===== src/rtl/mips_cache_pkg.sv =====
// Shared cache package: write-buffer state encoding, entry layout and byte-merge helper.
package mips_cache_pkg;

  typedef enum logic [1:0] {
    WB_IDLE  = 2'd0,
    WB_ISSUE = 2'd1
  } wbuf_state_t;

  typedef struct packed {
    logic        valid;
    logic [29:0] word_addr;
    logic [31:0] data;
    logic [3:0]  be;
  } wbuf_entry_t;

  function automatic logic [31:0] merge_bytes(input logic [31:0] old_data,
                                              input logic [31:0] new_data,
                                              input logic [3:0]  be);
    logic [31:0] res;
    res = old_data;
    for (int b = 0; b < 4; b++) begin
      if (be[b]) res[8*b +: 8] = new_data[8*b +: 8];
    end
    return res;
  endfunction

endpackage


===== src/rtl/mips_cache_wbuf_merge.sv =====
// Merging store buffer: circular FIFO of word entries, merges stores into queued words,
// drains one Avalon write at a time while granted, and flags read-after-write hazards.
module mips_cache_wbuf_merge
  import mips_cache_pkg::*;
#(
  parameter int DEPTH = 4
) (
  input  logic        clk,
  input  logic        rst,
  input  logic        cpu_advance,
  input  logic [31:0] addr,
  input  logic        write_en,
  input  logic [31:0] writedata,
  input  logic [3:0]  byteenable,
  input  logic        active,
  input  logic        waitrequest,
  input  logic [31:0] lookup_addr,
  output logic [31:0] write_addr,
  output logic [31:0] write_data,
  output logic [3:0]  write_byteenable,
  output logic        write_writeenable,
  output logic        lookup_hit,
  output logic        full,
  output logic        empty,
  output logic [1:0]  state_out
);

  localparam int PTR_W = $clog2(DEPTH);
  localparam int CNT_W = PTR_W + 1;

  wbuf_entry_t      ent_q [DEPTH];
  wbuf_entry_t      ent_d [DEPTH];
  logic [PTR_W-1:0] head_q, head_d, tail_q, tail_d;
  logic [CNT_W-1:0] count_q, count_d;
  logic             full_q, empty_q;
  wbuf_state_t      state_q, state_d;

  logic             merge_hit;
  logic [PTR_W-1:0] merge_idx;
  logic             accept, do_merge, do_push, do_pop;
  logic             unused_lsbs;

  assign unused_lsbs = ^{addr[1:0], lookup_addr[1:0]};

  // The head entry is on the bus while in ISSUE and must never absorb a new store.
  always_comb begin
    merge_hit = 1'b0;
    merge_idx = '0;
    for (int i = 0; i < DEPTH; i++) begin
      if (ent_q[i].valid && ent_q[i].word_addr == addr[31:2] &&
          !(state_q == WB_ISSUE && PTR_W'(i) == head_q)) begin
        merge_hit = 1'b1;
        merge_idx = PTR_W'(i);
      end
    end
  end

  always_comb begin
    lookup_hit = 1'b0;
    for (int i = 0; i < DEPTH; i++) begin
      if (ent_q[i].valid && ent_q[i].word_addr == lookup_addr[31:2]) lookup_hit = 1'b1;
    end
  end

  assign accept   = write_en && cpu_advance;
  assign do_merge = accept && merge_hit;
  assign do_push  = accept && !merge_hit && !full_q;
  assign do_pop   = (state_q == WB_ISSUE) && !waitrequest;

  always_comb begin
    ent_d = ent_q;
    if (do_merge) begin
      ent_d[merge_idx].data = merge_bytes(ent_q[merge_idx].data, writedata, byteenable);
      ent_d[merge_idx].be   = ent_q[merge_idx].be | byteenable;
    end
    if (do_push) begin
      ent_d[tail_q].valid     = 1'b1;
      ent_d[tail_q].word_addr = addr[31:2];
      ent_d[tail_q].data      = writedata;
      ent_d[tail_q].be        = byteenable;
    end
    if (do_pop) ent_d[head_q].valid = 1'b0;
    head_d  = head_q + PTR_W'(do_pop);
    tail_d  = tail_q + PTR_W'(do_push);
    count_d = count_q + CNT_W'(do_push) - CNT_W'(do_pop);
  end

  always_comb begin
    state_d           = state_q;
    write_writeenable = 1'b0;
    case (state_q)
      WB_IDLE: begin
        if (active && !empty_q) state_d = WB_ISSUE;
      end
      WB_ISSUE: begin
        write_writeenable = 1'b1;
        if (!waitrequest) begin
          state_d = (active && count_q > CNT_W'(1)) ? WB_ISSUE : WB_IDLE;
        end
      end
      default: state_d = WB_IDLE;
    endcase
  end

  always_ff @(posedge clk or posedge rst) begin
    if (rst) begin
      for (int i = 0; i < DEPTH; i++) ent_q[i] <= '0;
      head_q  <= '0;
      tail_q  <= '0;
      count_q <= '0;
      full_q  <= 1'b0;
      empty_q <= 1'b1;
      state_q <= WB_IDLE;
    end else begin
      ent_q   <= ent_d;
      head_q  <= head_d;
      tail_q  <= tail_d;
      count_q <= count_d;
      full_q  <= (count_d == CNT_W'(DEPTH));
      empty_q <= (count_d == '0);
      state_q <= state_d;
    end
  end

  // Head entry is stable during ISSUE because merges skip it.
  assign write_addr       = {ent_q[head_q].word_addr, 2'b00};
  assign write_data       = ent_q[head_q].data;
  assign write_byteenable = ent_q[head_q].be;
  assign full             = full_q;
  assign empty            = empty_q;
  assign state_out        = state_q;

endmodule

===== config.mk =====
export PLATFORM = sky130hd
export DESIGN_NAME = mips_cache_wbuf_merge
export DESIGN_NICKNAME = d
export VERILOG_FILES = /design/src/rtl/mips_cache_pkg.sv /design/src/rtl/mips_cache_wbuf_merge.sv
export SDC_FILE = /design/constraint.sdc
export NUM_CORES = 1
export LEC_CHECK = 0
export ABC_CLOCK_PERIOD_IN_PS = 21200
export BUFFER_PORTS_ARGS = -buffer_cell sky130_fd_sc_hd__buf_4
export CORE_MARGIN = 2
export CORE_UTILIZATION = 60
export CTS_BUF_LIST = sky130_fd_sc_hd__clkbuf_8
export CTS_CLUSTER_SIZE = 12
export DETAILED_ROUTE_END_ITERATION = 10
export GPL_ROUTABILITY_DRIVEN = 0
export PLACE_DENSITY = 0.81
export SLEW_MARGIN = 5
export SYNTH_ARGS = -nofsm -noshare
export SYNTH_HDL_FRONTEND = slang
export SYNTH_SLANG_ARGS = --single-unit

===== constraint.sdc =====
create_clock -name clk -period 21.2 [get_ports clk]
set_clock_uncertainty 0.1 [all_clocks]
set_input_delay 3.18 -clock clk [delete_from_list [all_inputs] [get_ports clk]]
set_output_delay 3.18 -clock clk [all_outputs]
set_load 0.05 [all_outputs]

After elaboration in Yosys (flattened, before gate mapping)
Cells that the tools add are included.
{ "op_classes": {"addsub": 4, "n_lt_le_gt_ge": 7, "eq_ne": 15, "muxes": 54, "n_bitwise": 4, "n_reduce_logical": 38} }
{ "op_table": {"columns": ["cell", "count"], "rows": [
  ["$bwmux W268", 7],
  ["$demux W67 S2", 7],
  ["$mux W268", 3],
  ["$bmux W67 S2", 2],
  ["$eq A30 B30 Y1", 8],
  ["$mux W66", 3],
  ["$mux W36", 4],
  ["$mux W67", 2],
  ["$mux W8", 8],
  ["$logic_and A1 B1 Y1", 26],
  ["$mux W1", 11],
  ["$ge A3 B3 Y1 const B", 3],
  ["$lt A3 B1 Y1 const B", 3],
  ["$not A2 Y3", 3],
  ["$logic_not A1 Y1", 8],
  ["$mux W2", 4],
  ["$mux W4", 2],
  ["$add A2 B1 Y2", 2],
  ["$eq A2 B2 Y1 const A", 2],
  ["$logic_not A2 Y1", 2],
  ["$ne A2 B2 Y1 const B", 2],
  ["$or A4 B4 Y4", 1],
  ["$pmux W2 S2", 1],
  ["$add A3 B1 Y3", 1],
  ["other kinds (7)", 7]
]} }
{ "totals": {"reg_bits": 279, "out_inout_bits": 74} }

Depth between registers and ports, before layout
{ "logic_depth": {"word_depth": 23, "depth_mapped": 13, "depth_no_buf": 12} }

Least setup slack after synthesis
OpenSTA, ideal clock, no wires.
{ "synth_path": {"path_kind": "input -> output", "from": "input lookup_addr[28]", "to": "output lookup_hit", "arrival_time_ns": 4.417, "required_ns": 17.920, "slack_ns": 13.503, "stages": 6, "n_path_buf": 1, "path_cell_list": "clkbuf_1 > xnor2_1 > nand4_1 > nor4_1 > nand4_1 > nand4_1"} }
{ "synth_between": {"elab_chain_cells": 6, "word_cells_on_any_way": 12, "cone_classes": "4 x eq/ne; 4 x mux; 4 x reduce/logical"} }
{ "synth_lines": {"columns": ["element", "line", "source"], "rows": [
  ["start: declaration", "mips_cache_wbuf_merge.sv:17", "input logic [31:0] lookup_addr,"],
  ["$eq A30 B30 Y1", "mips_cache_wbuf_merge.sv:61", "if (ent_q[i].valid && ent_q[i].word_addr == lookup_addr[31:2]) lookup_hit = 1'b1;"],
  ["$logic_and A1 B1 Y1", "mips_cache_wbuf_merge.sv:61", null],
  ["$mux W1 (3 in series)", "mips_cache_wbuf_merge.sv:61", null],
  ["$mux W1 (*)", "mips_cache_wbuf_merge.sv:61", null],
  ["end: declaration", "mips_cache_wbuf_merge.sv:22", "output logic lookup_hit,"]
]} }
Mark *: on every way between the ends. The rest lies on a longest branch, timed or not.

Final worst setup path
{ "layout_path": {"from": "input lookup_addr[3]", "to": "output lookup_hit"} }
Same word-level chain as after synthesis.

==> flow_summary_export.csv <==
group,metric,value,unit
clock_network,h-tree-depth,2,
critical_path,worstPathArrival,4.85,ns
timing,setup_tns,0,ns
timing,hold_viol_final,0,
logic_synthesis,synth_area,0.01833,mm²
clock_network,cts_buffer_depth,3,
global_route,grt_max_degree,150,
power,p_leak,8.486,nW
timing,post-route-period-util,0.3834,
floorplanning,die_h,178.8,µm
logic_synthesis,synth_ff_type,"dfrtp_1",
logic_synthesis,ys_ff_latch,278,
clock_network,cts.reportedPaths.clkPinSlew,0.05,ns
clock_network,cts_resized,0,
routing,post-route-drc-count,0,
worst_hold_path,min_path_cells,1,
floorplanning,io_pins,180,
power,powerDensity,168.6,mW/mm²
logic_synthesis,synth-edff-count,0,
critical_path,crit_path_start_kind,"input port",
place,portBuffers,172,
timing,worst_slew_pin_slew,1.212,ns
timing,slew_viol_final,0,
critical_path,end_kind,"output port",
logic_synthesis,async_reset_ff_frac,1.000,
power,clkPwrFrac,0.145,
floorplanning,die_w,178.8,µm
critical_path,crit_fanout,4,
power,ir_drop,0.0001780,V
critical_path,r2r_end,"ent_q[156]",
power,p_sw_frac,0.4831,
critical_path,worstSetupEndpoint,"lookup_hit",
critical_path,cp.required,17.92,ns
clock_network,ctsHoldBuffers,0,
floorplanning,start_util,0.6135,
global_route,grt_pass1_wl,95070,µm
timing,max_freq,123.0,MHz
layout,antenna_cells,0,
floorplanning,die_area,0.03196,mm²
flow_run,cap_violations,0,
layout,nets,2113,
clock_network,cts_buffers,47,
run_status,status,"finished, final reports clean",
critical_path,ff2ff_setup_slack,16.13,ns
global_route,grt_pass1_vias,16740,
worst_hold_path,hold_class,"reg2reg",
logic_synthesis,ys_warn_count,0,
clock_network,cts_tree,"done",
routing,num_vias,17140,
global_route,globalRouteTotalUtil,0.3892,
routing,vias_per_cell,7.069,
routing,wire_per_inst,25.39,µm
routing,drtIter0Drc,2275,
clock_network,clock_latency,0.58,ns
critical_path,regToRegStartpoint,"head_q[1]",
critical_path,r2r_cells,7,
timing,setup_viol,0,
global_route,antenna_found_initial,2,
clock_network,clock-sinks,278,
layout,fin_util,0.6862,
routing,antenna_left,0,
floorplanning,core-area,0.02987,mm²
power,switchingPower,1.670,mW
critical_path,critPathLaunch,"lookup_addr[3]",
layout,layout-drive-gt1-share,0.2227,
global_route,grt_overflow,0,
logic_synthesis,syn_avg_cell_area,9.526,µm²
timing,grt_setup_unrepaired,"false",
power,power.internal,1.787,mW
power,seqPwrFrac,0.321,
timing,slew_headroom,0.1890,
timing,finalCriticalPeriod,8.127,ns
clock_network,cts-root-buf,"clkbuf_8",
clock_network,post_cts_buffers,0,
logic_synthesis,synthDistinctLibCells,64,
routing,drtPass1Iterations,7,
logic_synthesis,syn_inst,1924,
floorplanning,rows,63,
place,dpl.hpwl,40900,µm
power,comb_power_share,0.534,
routing,finalWirelength,61540,µm
critical_path,worstSetupPathType,"in2out",
layout,syn_to_final_growth,11.84,%
logic_synthesis,ys_seq_area_frac,0.3796,
[cell type report]
type	count	area (µm²)
Multi-Input combinational cell	1462	10540
Fill cell	2270	9375
Sequential cell	278	6965
Timing Repair Buffer	197	1479
Clock buffer	59	812.0
Tap cell	390	488.0
Clock inverter	24	155.1
Inverter	14	60.06
[worst min path at each step]
stage                    from        end
detailed placement  ent_q[18]  ent_q[18]
global route        ent_q[10]  ent_q[10]
global placement    ent_q[25]  ent_q[25]
CTS                 ent_q[18]  ent_q[18]
floorplan           head_q[0]  head_q[0]
finish              ent_q[10]  ent_q[10]
[logic make-up (layout without fill, tap and decap cells)]
logic type / Yosys count / count (layout) / share of synthesized area
xor gates and xnor gates: 243 / 243 / 0.1173
AOI/OAI and AO/OA: 341 / 341 / 0.1262
muxes: 172 / 172 / 0.1457
other: 1 / 3 / 0.0002046
buffers and inverters: 186 / 294 / 0.04785
adders and majority gates: 7 / 7 / 0.005188
DFF: 278 / 278 / 0.3796
and+or+nand+nor: 696 / 696 / 0.1778
[worst max-delay path, stage by stage]
cell,delay (ns)
buf_4,0.14
xnor2_1,0.41
nand4_1,0.23
nor4_1,0.36
nand4_1,0.14
nand4_1,0.15
buf_4,0.22
[placed cells by master (no fill, tap or decap), drive strengths merged, types with 33 or more instances in the layout]
cell type,instances
nor2,91
mux2,99
nor3,39
nand2b,33
nand2,348
xnor2,166
o211ai,114
nand4,71
nand3,35
a31oi,39
clkbuf,59
xor2,77
buf,197
dfrtp,277
nor4,44
mux4,66
a21oi,80
[cells in the mapped netlist, types with 8 or more instances]
master     number  share of area
buf_4          10         0.0041
buf_6           8         0.0049
o21ai_0        29         0.0079
o211ai_1      114          0.047
or4_1           9         0.0037
nand3_1        35         0.0096
a21oi_1        80          0.022
buf_1          13         0.0027
inv_1          13         0.0027
and4_1         12         0.0057
nand2b_1       33          0.011
nor3_1         39          0.011
nor4_1         41          0.014
a2111oi_0      26          0.012
o21bai_1       13         0.0053
a211oi_1       10         0.0041
xor2_1         77          0.037
clkbuf_1       76          0.016
mux4_2         66          0.081
xnor2_1       163          0.078
nor2_1         90          0.018
buf_2          65          0.018
a31oi_1        39          0.013
nand4_1        70          0.024
nand2_1       348          0.071
mux2_2         99          0.061
dfrtp_1       277           0.38
[power groups by stage]
stage	clock (mW)	sequential, mW	combinational (mW)
2_1_floorplan	0	0.989	1.36
3_3_place_gp	0	1.08	1.76
3_5_place_dp	0	1.10	1.80
4_1_cts	0.501	1.09	1.81
5_1_grt	0.527	1.14	1.92
6_report	0.501	1.11	1.85
[through the flow]
step | cells | hold slack (ns) | instance area, µm² | total power, mW | setup slack (ns)
floorplan | 1926 | 0.3734 | 18340 | 2.345 | 10.26
global placement | 2341 | 0.4111 | 19530 | 2.847 | 13.25
detailed placement | 2341 | 0.4171 | 19530 | 2.898 | 13.29
CTS | 2424 | 0.4298 | 20500 | 3.407 | 13.26
global route | 2424 | 0.4535 | 20500 | 3.591 | 13.13
finish | 2424 | 0.4292 | 20500 | 3.457 | 13.07
[routing by layer]
metal / routed length [µm] / part of all wire / track usage
met1: 22180 / 0.36 / 0.5163
met2: 27120 / 0.44 / 0.5788
met3: 8934 / 0.15 / 0.1179
met4: 3306 / 0.054 / 0.1985
met5: 8 / 0.00013 / 0
No activity file was read; power rests on OpenSTA's default activity.
